## config.mk

```make
export PLATFORM = sky130hd
export DESIGN_NAME = memcode_arbiter_flat
export DESIGN_NICKNAME = d
export VERILOG_FILES = /design/src/rtl/memcode_arbiter_if.sv /design/src/rtl/memcode_arbiter.sv /design/src/flat_wrapper.sv
export SDC_FILE = /design/constraint.sdc
export NUM_CORES = 1
export LEC_CHECK = 0
export BUFFER_PORTS_ARGS = -buffer_cell sky130_fd_sc_hd__buf_2
export CAP_MARGIN = 20
export CELL_PAD_IN_SITES_DETAIL_PLACEMENT = 0
export CELL_PAD_IN_SITES_GLOBAL_PLACEMENT = 1
export CORE_ASPECT_RATIO = 0.8
export CORE_MARGIN = 2
export CORE_UTILIZATION = 30
export DETAILED_ROUTE_END_ITERATION = 10
export PLACE_DENSITY = 0.77
export RECOVER_POWER = 25
export SYNTH_ARGS = -nofsm -noshare
export SYNTH_HDL_FRONTEND = slang
export SYNTH_SLANG_ARGS = --single-unit
```

## constraint.sdc

```tcl
create_clock -name clk -period 3.7 [get_ports clk]
set_clock_uncertainty 0.05 [all_clocks]
set_input_delay 0.185 -clock clk [delete_from_list [all_inputs] [get_ports clk]]
set_output_delay 0.185 -clock clk [all_outputs]
set_load 0.01 [all_outputs]
```

## src/rtl/memcode_arbiter_if.sv

```systemverilog
// memcode_arbiter_if: groups the reader fetch bus, the host write port and the
// code RAM port of the memcode arbiter.
// Optional macro MEMCODE_HOST_READ_EN adds the host read signals
// (host_rd, host_rdata, host_rvalid).
// Modport master is the arbiter side; slave is the reader/host/RAM side.

interface memcode_arbiter_if #(
  parameter int CH_NUM     = 4,
  parameter int ADDR_WIDTH = 14,
  parameter int DATA_WIDTH = 32
);

  logic [CH_NUM-1:0]            memcode_rd;
  logic [CH_NUM*ADDR_WIDTH-1:0] memcode_addr;
  logic [CH_NUM-1:0]            memcode_read_valid;
  logic [DATA_WIDTH-1:0]        memcode_data;

  logic                         host_wr;
  logic [ADDR_WIDTH-1:0]        host_addr;
  logic [DATA_WIDTH-1:0]        host_wdata;
  logic                         host_busy;

  logic                         ram_en;
  logic                         ram_we;
  logic [ADDR_WIDTH-1:0]        ram_addr;
  logic [DATA_WIDTH-1:0]        ram_wdata;
  logic [DATA_WIDTH-1:0]        ram_rdata;

`ifdef MEMCODE_HOST_READ_EN
  logic                         host_rd;
  logic [DATA_WIDTH-1:0]        host_rdata;
  logic                         host_rvalid;

  modport master (
    input  memcode_rd, memcode_addr, host_wr, host_addr, host_wdata, ram_rdata, host_rd,
    output memcode_read_valid, memcode_data, host_busy,
           ram_en, ram_we, ram_addr, ram_wdata, host_rdata, host_rvalid
  );

  modport slave (
    output memcode_rd, memcode_addr, host_wr, host_addr, host_wdata, ram_rdata, host_rd,
    input  memcode_read_valid, memcode_data, host_busy,
           ram_en, ram_we, ram_addr, ram_wdata, host_rdata, host_rvalid
  );
`else
  modport master (
    input  memcode_rd, memcode_addr, host_wr, host_addr, host_wdata, ram_rdata,
    output memcode_read_valid, memcode_data, host_busy,
           ram_en, ram_we, ram_addr, ram_wdata
  );

  modport slave (
    output memcode_rd, memcode_addr, host_wr, host_addr, host_wdata, ram_rdata,
    input  memcode_read_valid, memcode_data, host_busy,
           ram_en, ram_we, ram_addr, ram_wdata
  );
`endif

endinterface

```

## src/rtl/memcode_arbiter.sv

```systemverilog
// memcode_arbiter: shares one single-port synchronous code RAM (1-cycle read
// latency) between CH_NUM PRN memcode readers and a one-entry host write
// buffer. Readers are served round-robin; a pending host access wins a slot
// unless the host took the previous contended slot. Fetched words appear on
// the shared memcode_data bus the cycle after the reader is accepted and are
// held there until the next channel fetch.
// Optional macro MEMCODE_HOST_READ_EN adds host reads through the same buffer.

module memcode_arbiter #(
  parameter int CH_NUM     = 4,
  parameter int ADDR_WIDTH = 14,
  parameter int DATA_WIDTH = 32
) (
  input  logic              clk,
  input  logic              rst,
  memcode_arbiter_if.master bus
);

  localparam int PTR_W = (CH_NUM > 1) ? $clog2(CH_NUM) : 1;

  typedef enum logic [1:0] {
    SLOT_IDLE,
    SLOT_HOST,
    SLOT_CHAN
  } slot_t;

  // Host buffer
  logic                  buf_valid;
  logic                  buf_write;
  logic [ADDR_WIDTH-1:0] buf_addr;
  logic [DATA_WIDTH-1:0] buf_wdata;

  // Arbitration state
  logic [PTR_W-1:0]      rr_ptr;
  logic [CH_NUM-1:0]     mask;
  logic                  host_last;

  // Data phase
  logic                  data_phase;
  logic [DATA_WIDTH-1:0] hold_reg;

  // Combinational decision
  logic                  any_rd;
  logic [CH_NUM-1:0]     req_eff;
  logic                  rr_found;
  logic [PTR_W-1:0]      rr_idx;
  logic [CH_NUM-1:0]     grant_vec;
  slot_t                 slot;

`ifdef MEMCODE_HOST_READ_EN
  logic                  host_read_phase;
  logic [DATA_WIDTH-1:0] host_rdata_q;
`endif

  // Channel index base+offs, wrapping at CH_NUM-1 -> 0 (offs < CH_NUM)
  function automatic logic [PTR_W-1:0] wrap_idx(input logic [PTR_W-1:0] base, input int offs);
    int sum;
    sum = int'(base) + offs;
    if (sum >= CH_NUM) sum = sum - CH_NUM;
    return sum[PTR_W-1:0];
  endfunction

  assign any_rd  = |bus.memcode_rd;
  assign req_eff = bus.memcode_rd & ~mask;

  // Round-robin search over unmasked requests, starting at rr_ptr
  always_comb begin
    rr_found = 1'b0;
    rr_idx   = '0;
    for (int k = 0; k < CH_NUM; k++) begin
      if (!rr_found && req_eff[wrap_idx(rr_ptr, k)]) begin
        rr_found = 1'b1;
        rr_idx   = wrap_idx(rr_ptr, k);
      end
    end
  end

  // Slot owner: host unless it had the last contended slot, then channels, no access in reset
  always_comb begin
    slot = SLOT_IDLE;
    if (!rst) begin
      if (buf_valid && !(host_last && any_rd)) begin
        slot = SLOT_HOST;
      end else if (rr_found) begin
        slot = SLOT_CHAN;
      end
    end
  end

  // One-hot accept strobe for the winning channel
  always_comb begin
    grant_vec = '0;
    if (slot == SLOT_CHAN) begin
      grant_vec[rr_idx] = 1'b1;
    end
  end

  // RAM port and accept strobe driven from the slot decision
  always_comb begin
    bus.memcode_read_valid = grant_vec;
    bus.ram_en             = 1'b0;
    bus.ram_we             = 1'b0;
    bus.ram_addr           = '0;
    bus.ram_wdata          = '0;
    if (slot == SLOT_HOST) begin
      bus.ram_en   = 1'b1;
      bus.ram_we   = buf_write;
      bus.ram_addr = buf_addr;
      if (buf_write) begin
        bus.ram_wdata = buf_wdata;
      end
    end else if (slot == SLOT_CHAN) begin
      bus.ram_en   = 1'b1;
      bus.ram_addr = bus.memcode_addr[int'(rr_idx)*ADDR_WIDTH +: ADDR_WIDTH];
    end
  end

  // Shared return bus: live RAM data in the data phase, otherwise the held word
  always_comb begin
    bus.memcode_data = '0;
    if (!rst) begin
      bus.memcode_data = data_phase ? bus.ram_rdata : hold_reg;
    end
  end

  assign bus.host_busy = buf_valid;

  // One-entry host buffer: capture when empty, release after the access issues
  always_ff @(posedge clk) begin
    if (rst) begin
      buf_valid <= 1'b0;
      buf_write <= 1'b0;
      buf_addr  <= '0;
      buf_wdata <= '0;
    end else if (slot == SLOT_HOST) begin
      buf_valid <= 1'b0;
    end else if (!buf_valid && bus.host_wr) begin
      buf_valid <= 1'b1;
      buf_write <= 1'b1;
      buf_addr  <= bus.host_addr;
      buf_wdata <= bus.host_wdata;
`ifdef MEMCODE_HOST_READ_EN
    end else if (!buf_valid && bus.host_rd) begin
      buf_valid <= 1'b1;
      buf_write <= 1'b0;
      buf_addr  <= bus.host_addr;
`endif
    end
  end

  // Round-robin pointer, back-to-back mask and host fairness flag
  always_ff @(posedge clk) begin
    if (rst) begin
      rr_ptr    <= '0;
      mask      <= '0;
      host_last <= 1'b0;
    end else begin
      mask <= grant_vec;
      if (slot == SLOT_CHAN) begin
        rr_ptr    <= wrap_idx(rr_idx, 1);
        host_last <= 1'b0;
      end else if (slot == SLOT_HOST && any_rd) begin
        host_last <= 1'b1;
      end
    end
  end

  // Data phase follows a channel grant; hold_reg keeps the last fetched word
  always_ff @(posedge clk) begin
    if (rst) begin
      data_phase <= 1'b0;
      hold_reg   <= '0;
    end else begin
      data_phase <= (slot == SLOT_CHAN);
      if (data_phase) begin
        hold_reg <= bus.ram_rdata;
      end
    end
  end

`ifdef MEMCODE_HOST_READ_EN
  // Host read return path, kept apart from the reader bus
  always_ff @(posedge clk) begin
    if (rst) begin
      host_read_phase <= 1'b0;
      host_rdata_q    <= '0;
    end else begin
      host_read_phase <= (slot == SLOT_HOST) && !buf_write;
      if (host_read_phase) begin
        host_rdata_q <= bus.ram_rdata;
      end
    end
  end

  // Host read data is live during its return cycle and held afterwards
  always_comb begin
    bus.host_rvalid = 1'b0;
    bus.host_rdata  = '0;
    if (!rst) begin
      bus.host_rvalid = host_read_phase;
      bus.host_rdata  = host_read_phase ? bus.ram_rdata : host_rdata_q;
    end
  end
`endif

endmodule
```

## src/flat_wrapper.sv

```systemverilog
// flat-port wrapper written by rule: the top's interface ports become plain ports
module memcode_arbiter_flat 
#(
  parameter int CH_NUM     = 4,
  parameter int ADDR_WIDTH = 14,
  parameter int DATA_WIDTH = 32
)
  (clk, rst, bus_memcode_rd, bus_memcode_addr, bus_host_wr, bus_host_addr, bus_host_wdata, bus_ram_rdata, bus_memcode_read_valid, bus_memcode_data, bus_host_busy, bus_ram_en, bus_ram_we, bus_ram_addr, bus_ram_wdata);
  memcode_arbiter_if #(.CH_NUM(CH_NUM), .ADDR_WIDTH(ADDR_WIDTH), .DATA_WIDTH(DATA_WIDTH)) bus_i ();
  input  logic clk;
  input  logic rst;
  input wire logic [$bits(bus_i.memcode_rd)-1:0] bus_memcode_rd;
  input wire logic [$bits(bus_i.memcode_addr)-1:0] bus_memcode_addr;
  input wire logic [$bits(bus_i.host_wr)-1:0] bus_host_wr;
  input wire logic [$bits(bus_i.host_addr)-1:0] bus_host_addr;
  input wire logic [$bits(bus_i.host_wdata)-1:0] bus_host_wdata;
  input wire logic [$bits(bus_i.ram_rdata)-1:0] bus_ram_rdata;
  output wire logic [$bits(bus_i.memcode_read_valid)-1:0] bus_memcode_read_valid;
  output wire logic [$bits(bus_i.memcode_data)-1:0] bus_memcode_data;
  output wire logic [$bits(bus_i.host_busy)-1:0] bus_host_busy;
  output wire logic [$bits(bus_i.ram_en)-1:0] bus_ram_en;
  output wire logic [$bits(bus_i.ram_we)-1:0] bus_ram_we;
  output wire logic [$bits(bus_i.ram_addr)-1:0] bus_ram_addr;
  output wire logic [$bits(bus_i.ram_wdata)-1:0] bus_ram_wdata;
  assign bus_i.memcode_rd = bus_memcode_rd;
  assign bus_i.memcode_addr = bus_memcode_addr;
  assign bus_i.host_wr = bus_host_wr;
  assign bus_i.host_addr = bus_host_addr;
  assign bus_i.host_wdata = bus_host_wdata;
  assign bus_i.ram_rdata = bus_ram_rdata;
  assign bus_memcode_read_valid = bus_i.memcode_read_valid;
  assign bus_memcode_data = bus_i.memcode_data;
  assign bus_host_busy = bus_i.host_busy;
  assign bus_ram_en = bus_i.ram_en;
  assign bus_ram_we = bus_i.ram_we;
  assign bus_ram_addr = bus_i.ram_addr;
  assign bus_ram_wdata = bus_i.ram_wdata;
  memcode_arbiter #(.CH_NUM(CH_NUM), .ADDR_WIDTH(ADDR_WIDTH), .DATA_WIDTH(DATA_WIDTH)) u_core (.clk(clk), .rst(rst), .bus(bus_i));
endmodule
```

======== Word-level counts from Yosys, hierarchy flattened ========
Cells that the tools add are included.
word-level totals
  output and inout bits ................... 85
  register bits ........................... 88
  logic and storage cells ................. 89
  input bits .............................. 141
operators by class
  multiplexer cells ....................... 36
  $lt $le $gt $ge ......................... 11
  eq/ne operators ......................... 2
  reductions and logical operators ........ 17
  shift-type cells ........................ 1
  $mul .................................... 1
  bitwise logic cells ..................... 3
  $add $sub $neg .......................... 9
operator list
  operator             number
  $mux 32              4
  $shiftx 56x32->14    1
  $mux 14              2
  $mux 2               12
  $lt 2x3->1 const B   5
  $ge 3x3->1 const B   4
  $mux 1               12
  $sub 2x1->2 const B  5
  $bmux 1 s2           4
  $logic_and 1x1->1    8
  $add 2x1->3 const B  2
  $add 2x2->3 const B  2
  $logic_not 1->1      5
  $mul 2x3->5 const B  1
  $and 4x4->4          1
  $mux 4               1
  $not 4->4            1
  $reduce_or 2->1      2
  $reduce_or 4->1      1
  $ge 2x3->1 const B   1
  $demux 1 s2          1
  $eq 2x1->1 const B   1
  $eq 2x2->1 const B   1
  $ge 2x1->1 const B   1
  2 further kinds      2

======== Longest topological paths before layout ========
Gate-level depths: netlist of run 1.
  word-level depth ........................ 20
  mapped depth ............................ 9
  gate-level depth less buffers ........... 7

======== Worst setup path after synthesis of run 1 ========
Ideal clock, no wire load.
  path kind ............................... register to output
  from .................................... reg u_core.mask[2]
  to ...................................... out bus_memcode_read_valid[0]
  required time ........................... 3.465 ns
  buffers on the path ..................... 2
  path slack .............................. 1.674 ns
  arrival time ............................ 1.791 ns
  stages on the path, launching flop included .. 10
  cells stage by stage .................... dfxtp_1 > and2b_1 > buf_6 > a31oi_1 > o211ai_2 > buf_2 > nor2_1 > inv_1 > ha_1 > and2_1
between the ends
  word-level cells in the longest chain between the ends .. 19
  elaborated cells on any way between the ends .. 34
  classes of those cells .................. order compare: 2; eq/ne: 1; mux: 22; bitwise: 2; reduce/logical: 7
RTL lines
  element                                                                   RTL line                                      text
  from (decl)                                                               memcode_arbiter.sv:35                         logic [CH_NUM-1:0] mask;
  from (signal assigned)                                                    memcode_arbiter.sv:158                        mask <= grant_vec;
  $not 4->4 (*)                                                             memcode_arbiter.sv:64                         assign req_eff = bus.memcode_rd & ~mask;
  $and 4x4->4 (*)                                                           memcode_arbiter.sv:64
  $bmux 1 s2                                                                memcode_arbiter.sv:71                         if (!rr_found && req_eff[wrap_idx(rr_ptr, k)]) begin
  $mux 1 (not written as such)                                              memcode_arbiter.sv:71
  $mux 1                                                                    memcode_arbiter.sv:71
  $logic_not 1->1                                                           memcode_arbiter.sv:71
  $logic_and 1x1->1                                                         memcode_arbiter.sv:71
  $mux 1                                                                    memcode_arbiter.sv:71
  [... 3 more ...]                                                          -
  $logic_not 1->1                                                           memcode_arbiter.sv:71
  $logic_and 1x1->1                                                         memcode_arbiter.sv:71
  $mux 2 / $mux 1 (equally long branches)                                   memcode_arbiter.sv:71
  $lt 2x3->1 (not written as such), or another cell as far along            memcode_arbiter.sv:94                         grant_vec[rr_idx] = 1'b1;
  $logic_and 1x1->1 (not written as such) / $mux 2 (equally long branches)  memcode_arbiter.sv:94, memcode_arbiter.sv:82
  $mux 1 (not written as such) / $mux 2 (equally long branches)             memcode_arbiter.sv:94, memcode_arbiter.sv:81
  $demux 1 s2 / $eq 2x2->1 (equally long branches)                          -
  $mux 4 (*)                                                                memcode_arbiter.sv:93                         if (slot == SLOT_CHAN) begin
  to (decl)                                                                 flat_wrapper.sv:18                            output wire logic [$bits(bus_i.memcode_read_valid)-1:0] bus_memcode_read_valid;
Every way passes the cells marked *; elsewhere a longest branch is shown, timed or not. The select of a mux whose other input is x is not followed.

======== Worst setup path after layout of run 1 ========
  from .................................... reg u_core.mask[2]
  to ...................................... out bus_memcode_read_valid[2]
Same word-level chain as after synthesis.

==> results of run 1 <==
-- where the power goes --
| group | internal, uW | switching [uW] |
|---|---|---|
| clock | 473 | 410 |
| combinational | 398 | 597 |
| sequential | 1030 | 66.9 |
| total | 1900 | 1070 |
-- cells in the mapped netlist, types with 2 or more instances --
library cell  count  area [um2]
buf_4             2       15.01
nand2b_1          3       18.77
buf_2            10       50.05
o31ai_1          16       120.1
a211oi_2          3       37.54
and2_1           10       62.56
mux2i_1          32       320.3
a211oi_1         39       292.8
o21ai_0          14       70.07
and3_1           32       200.2
clkbuf_1         23       86.33
inv_1            17       63.81
ha_1              4       50.05
nand2_1         110       412.9
nor2_1           37       138.9
inv_2             2       7.510
a21oi_1          62       310.3
buf_6             9       101.4
buf_1             5       18.77
dfxtp_1          88        1762
and2b_4           3       30.03
-- worst paths after layout --
path / slack [ns] / to / from
setup / recovery: 0.65 / bus_memcode_read_valid[2] / u_core.mask[2]
hold / removal: 0.03 / u_core.buf_wdata[29] / bus_host_wdata[29]
setup reg to reg: 1.22 / u_core.mask[2] / u_core.mask[2]
hold reg to reg: 0.40 / u_core.buf_wdata[20] / u_core.buf_wdata[20]
-- layout make-up --
| cell class | count | area [um2] | share of cell area (%) |
|---|---|---|---|
| Multi-Input combinational cell | 383 | 2216 | 38.62 |
| Sequential cell | 88 | 1762 | 30.70 |
| Timing Repair Buffer | 230 | 1175 | 20.48 |
| Tap cell | 184 | 230.2 | 4.012 |
| Clock buffer | 10 | 229.0 | 3.990 |
| Inverter | 19 | 71.32 | 1.243 |
| Clock inverter | 6 | 55.05 | 0.9594 |
-- cell usage in the layout, fill, tap and decap left out, types with 2 or more instances in the layout --
cell and instances:
inv_1 17, dfxtp_1 88, mux2i_1 32, nand2_1 110, a21oi_1 62, buf_4 4, inv_2 2, nor2_1 36
o21ai_0 14, and2b_4 3, ha_1 4, a211oi_1 39, buf_2 224, o31ai_1 16, and2_1 9, a211oi_2 3
and3_1 32, inv_6 5, clkbuf_1 2, clkbuf_16 9, nand2b_1 3
-- metrics by stage --
step                      std cells  area (um2)  utilization, %  setup slack (ns)
after floorplan                 539        4320               -             1.674
after global placement          903        5454           38.41             1.222
after detailed placement        903        5454           38.41             1.081
after CTS                       919        5738           40.41            0.7010
after global routing            920        5738           40.41            0.3411
final                           920        5738           40.41            0.6460
-- per-layer routing --
metal | vias up | routed length (um)
met2 | 162 | 6094
met5 | - | 0
met3 | 15 | 1079
li1 | 2233 | -
met4 | 0 | 163
met1 | 2081 | 6020
-- worst max-delay path, stage by stage, from the launching register on --
cell     delay (ns)
dfxtp_1        0.31
and2b_1        0.34
nor4_1         0.63
or3_1          0.60
inv_2          0.22
and2_1         0.23
buf_2          0.14
-- logic make-up after synthesis --
kind of cell,Yosys count,share of synthesized area [%]
compound gates,142,20.85
mux,32,7.414
simple gates,205,21.87
fa+ha+maj,4,1.158
buf+inv,68,7.935
flops,88,40.78
==> out/results.ini, run 1 <==
[die]
fp.coreArea_um2=14200
start_util_pct=30.43
dieWidth_um=138.2
die_h_um=111.3
rows=39
die-area_um2=15380
ios=226

[drt]
vias_per_cell=4.882
drtIter0Drc=275
routed-via-count=4491
firstDrtPassIters=4
ant_nets=0
route.detailed.drc=0
wl_per_cell_um=14.52
wl_um=13360

[critical_path]
startpoint_type=register
path_class=reg2out
ff2ff_path_depth=5
cp-end-kind=output port
worst_ep_required_time_ns=3.46
cp_max_fo=18
crit_arrival_ns=2.82

[timing]
fmax_mhz=327.4
period_minus_slack_ns=3.054
hold_violations=0
timing.hold.ws_ns=0.02544
rsz0062_at_grt=no
setup_tns_ns=0
tightest_slew_ns=1.790
fin_crit_sh_pct=82.54
drv_slew=80
setup_viol=0
slew_headroom_pct=-19.49

[logic_synthesis]
synth_seq_cells=88
synth_edf_count=0
synth_area_um2=4320
synth_cells=539
yosys_warnings=0
ys_async_sr_fraction_pct=0
synth_fp_nets=684
ys_seq_area_share_pct=40.78
synth_ff_type=dfxtp_1
postSynthAreaPerCell_um2=8.016
ys_types=39

[run_status]
status=finished, violations left
violations=capacitance limit, slew limit

[global_routing]
grt_overflow_total=0
grt_max_degree=59
grtUsageMet1_pct=21.44
grt_pass1_wl_um=21650
grtUsageTotal_pct=17.03
grt_pass1_vias=4394
top_usage_layer=met2
antenna_found_initial=0
gr-usage-met3_pct=6.366
gr-usage-met2_pct=27.33

[cts]
ctsHtreeMaxLevel=3
worstSkewPairLatency_ns=0.35
clk_pin_slew_worst_paths_ns=0.07
root_buffer=clkbuf_16
clock_sinks=88
cts_resized=0
cts_hold_buf=0
cts_tree=built
cts_buffer_depth=2
cts_buffers=9
cts_setup_buffers=0

[min_path]
holdPathStages=3
hold_path_class=in2reg

[cells_and_area]
nFillCells=1474
layout-drive-gt1-share_pct=35.05
final_nets=876
syn_to_final_growth_pct=32.81
antenna_cells=0

[placement]
hpwl_um=9948
portBuffers=225
gp_congestion=0.8426

[run]
maxCapViolations=2

[pwr]
p_leak_uw=0.002841
power.density_nw_per_um2=518.1
max-vdd-ir-drop_mv=0.3218
total_power_uw=2973

Power figures use the tool's default switching activity.
==> inputs of run 2 (changes only) <==
- CORE_UTILIZATION: 30 -> 28
- PLACE_DENSITY: 0.77 -> 0.76
- clock period: 3.7 -> 2.6 ns (I/O delays scaled with it)
==> out/results.ini, run 2 (synthesis results as in run 1) <==
[run_status]
status=finished, final reports clean

[timing]
slew_headroom_pct=19.00  ; +38 points
fin_ws_ns=0.1231  ; -0.5229 ns
setup_tns_ns=0  ; unchanged
fmax_mhz=403.7
setup_viol=0  ; unchanged
hold_violations=0  ; unchanged
period_minus_slack_ns=2.477
drv_slew=0  ; -100%
fin_crit_sh_pct=95.26
tightest_slew_ns=1.215  ; -0.5749 ns

[critical_path]
cp-end-kind=output port
worst_ep_required_time_ns=2.42  ; -1.04 ns
crit_arrival_ns=2.30  ; -0.52 ns
cp_max_fo=17  ; -1
cp.buffers_inverters=3  ; +1
path_class=reg2out
startpoint_type=register
cpMaxStageDelayCell=dfxtp_1
crit_top_cell=buf_4
cpPeakStageDelay_ns=0.29  ; -0.34 ns
path_cells=and2b_1 > buf_4 > a22oi_2 > o211ai_2 > buf_4 > a211oi_2 > o31ai_1 > buf_2
critPathTopFamily=buffers and inverters

[cells_and_area]
final_nets=928  ; +5.9%
final_common_cell=buf_2
syn_to_final_growth_pct=47.29
final_cells=999  ; +8.6%
final_cell_mix=223 x buf_2, 110 x nand2_1, 87 x dfxtp_1
fin_util_pct=42.24  ; +1.8 points
layout-drive-gt1-share_pct=35.03  ; about the same
nFillCells=1560  ; +5.8%

[cts]
worstSkewPairLatency_ns=0.33  ; -0.02 ns
cts_buffers=9  ; unchanged
clock_sinks=88  ; unchanged
clk_pin_slew_worst_paths_ns=0.07  ; about the same
ctsHtreeMaxLevel=3  ; unchanged
cts_buffer_depth=2  ; unchanged
root_buffer=clkbuf_16
cts_tree=built

[global_routing]
grt_max_degree=57  ; -3.4%
grt_pass1_wl_um=21880  ; +1.1%
grt_overflow_total=0  ; unchanged
antenna_found_initial=1  ; +1
grt_pass1_vias=4439  ; +1.0%
grtUsageTotal_pct=16.59  ; -0.43 points

[pwr]
power.density_nw_per_um2=713.5  ; +38%
max-vdd-ir-drop_mv=0.3528  ; +9.6%
p_leak_uw=0.003089  ; +8.7%

[drt]
met2WireLength_um=6375  ; +4.6%
ant_nets=0  ; unchanged
wl_um=14170  ; +6.0%
route.detailed.drc=0  ; unchanged
dr.max_layer_used=met4
route.met3.wl_um=1153  ; +6.9%
firstDrtPassIters=4  ; unchanged
vias_per_cell=4.594  ; -5.9%
drt-met1-wl_um=6545  ; +8.7%
wl_per_cell_um=14.18  ; -2.3%
routed-via-count=4589  ; +2.2%
drtIter0Drc=223  ; -19%

[die]
rows=40  ; +2.6%
dieWidth_um=142.9  ; +3.4%
ios=226  ; unchanged
fp.coreArea_um2=15060  ; +6.1%
die_h_um=115.1  ; +3.4%
die-area_um2=16450  ; +6.9%
start_util_pct=28.68  ; -1.7 points

[placement]
portBuffers=225  ; unchanged
hpwl_um=10050  ; +1.0%
gp_congestion=0.8050  ; -4.5%
placedCellCount=938  ; +3.9%
place_ws_ns=0.06830  ; -1.013 ns

[run]
maxCapViolations=0  ; -2

[min_path]
hold_path_class=in2reg

## run 2: timing repair
item,in CTS,in global routing
setup endpoints to repair,18,15
gates resized for setup,4,5
cloned,0,0
pin swaps,0,1
endpoints found under the hold margin,43,0
hold buffers,43,0
buffers inserted,0,1
## run 2: per-layer routing
metal | vias to the layer above | global-route usage, %
met4 | 0 | 3.564
met1 | 2077 | 21.50
met2 | 164 | 26.76
met5 | - | 0
li1 | 2340 | -
met3 | 8 | 5.956
## run 2: through the flow
stage               power, uW  cell area [um2]  hold slack (ns)
floorplan                2629             4320           0.2160
CTS                      4549             6336        0.0007854
finish                   4541             6364          0.01139
global route             4841             6361          0.01052
detailed placement       3015             5557           0.3270
global placement         3006             5557           0.3257
## run 2: worst paths after layout
check	from	end	slack [ns]	cells after the start
worst max-delay path	u_core.mask[2]	bus_ram_addr[7]	0.12	8
worst min-delay path	bus_host_addr[12]	u_core.buf_addr[12]	0.01	3
worst max register to register	u_core.mask[2]	u_core.mask[2]	0.69	8
worst min register to register	u_core.buf_wdata[15]	u_core.buf_wdata[15]	0.40	2
## run 2: final cells by class
cell class                      instances  area [um2]  share of cell area, %
Inverter                               19       73.82                  1.160
Multi-Input combinational cell        383        2270                  35.67
Clock inverter                          6       97.59                  1.534
Clock buffer                           10       239.0                  3.755
Tap cell                              210       262.8                  4.129
Antenna cell                            1       2.502                0.03932
Timing Repair Buffer                  282        1655                  26.01
Sequential cell                        88        1763                  27.70
## run 2: worst reg2reg max path: stages (launching register included)
cell and delay [ns]:
dfxtp_1 0.30, and2b_1 0.21, buf_4 0.21, a31oi_2 0.27, o211ai_2 0.18, nor2_4 0.18, inv_1 0.08, ha_1 0.21
and2_1 0.13
## run 2: power breakdown
group	switching [uW]	internal, uW
Sequential	59.7	1470
Combinational	927	644
Clock	561	884
Total	1550	2990
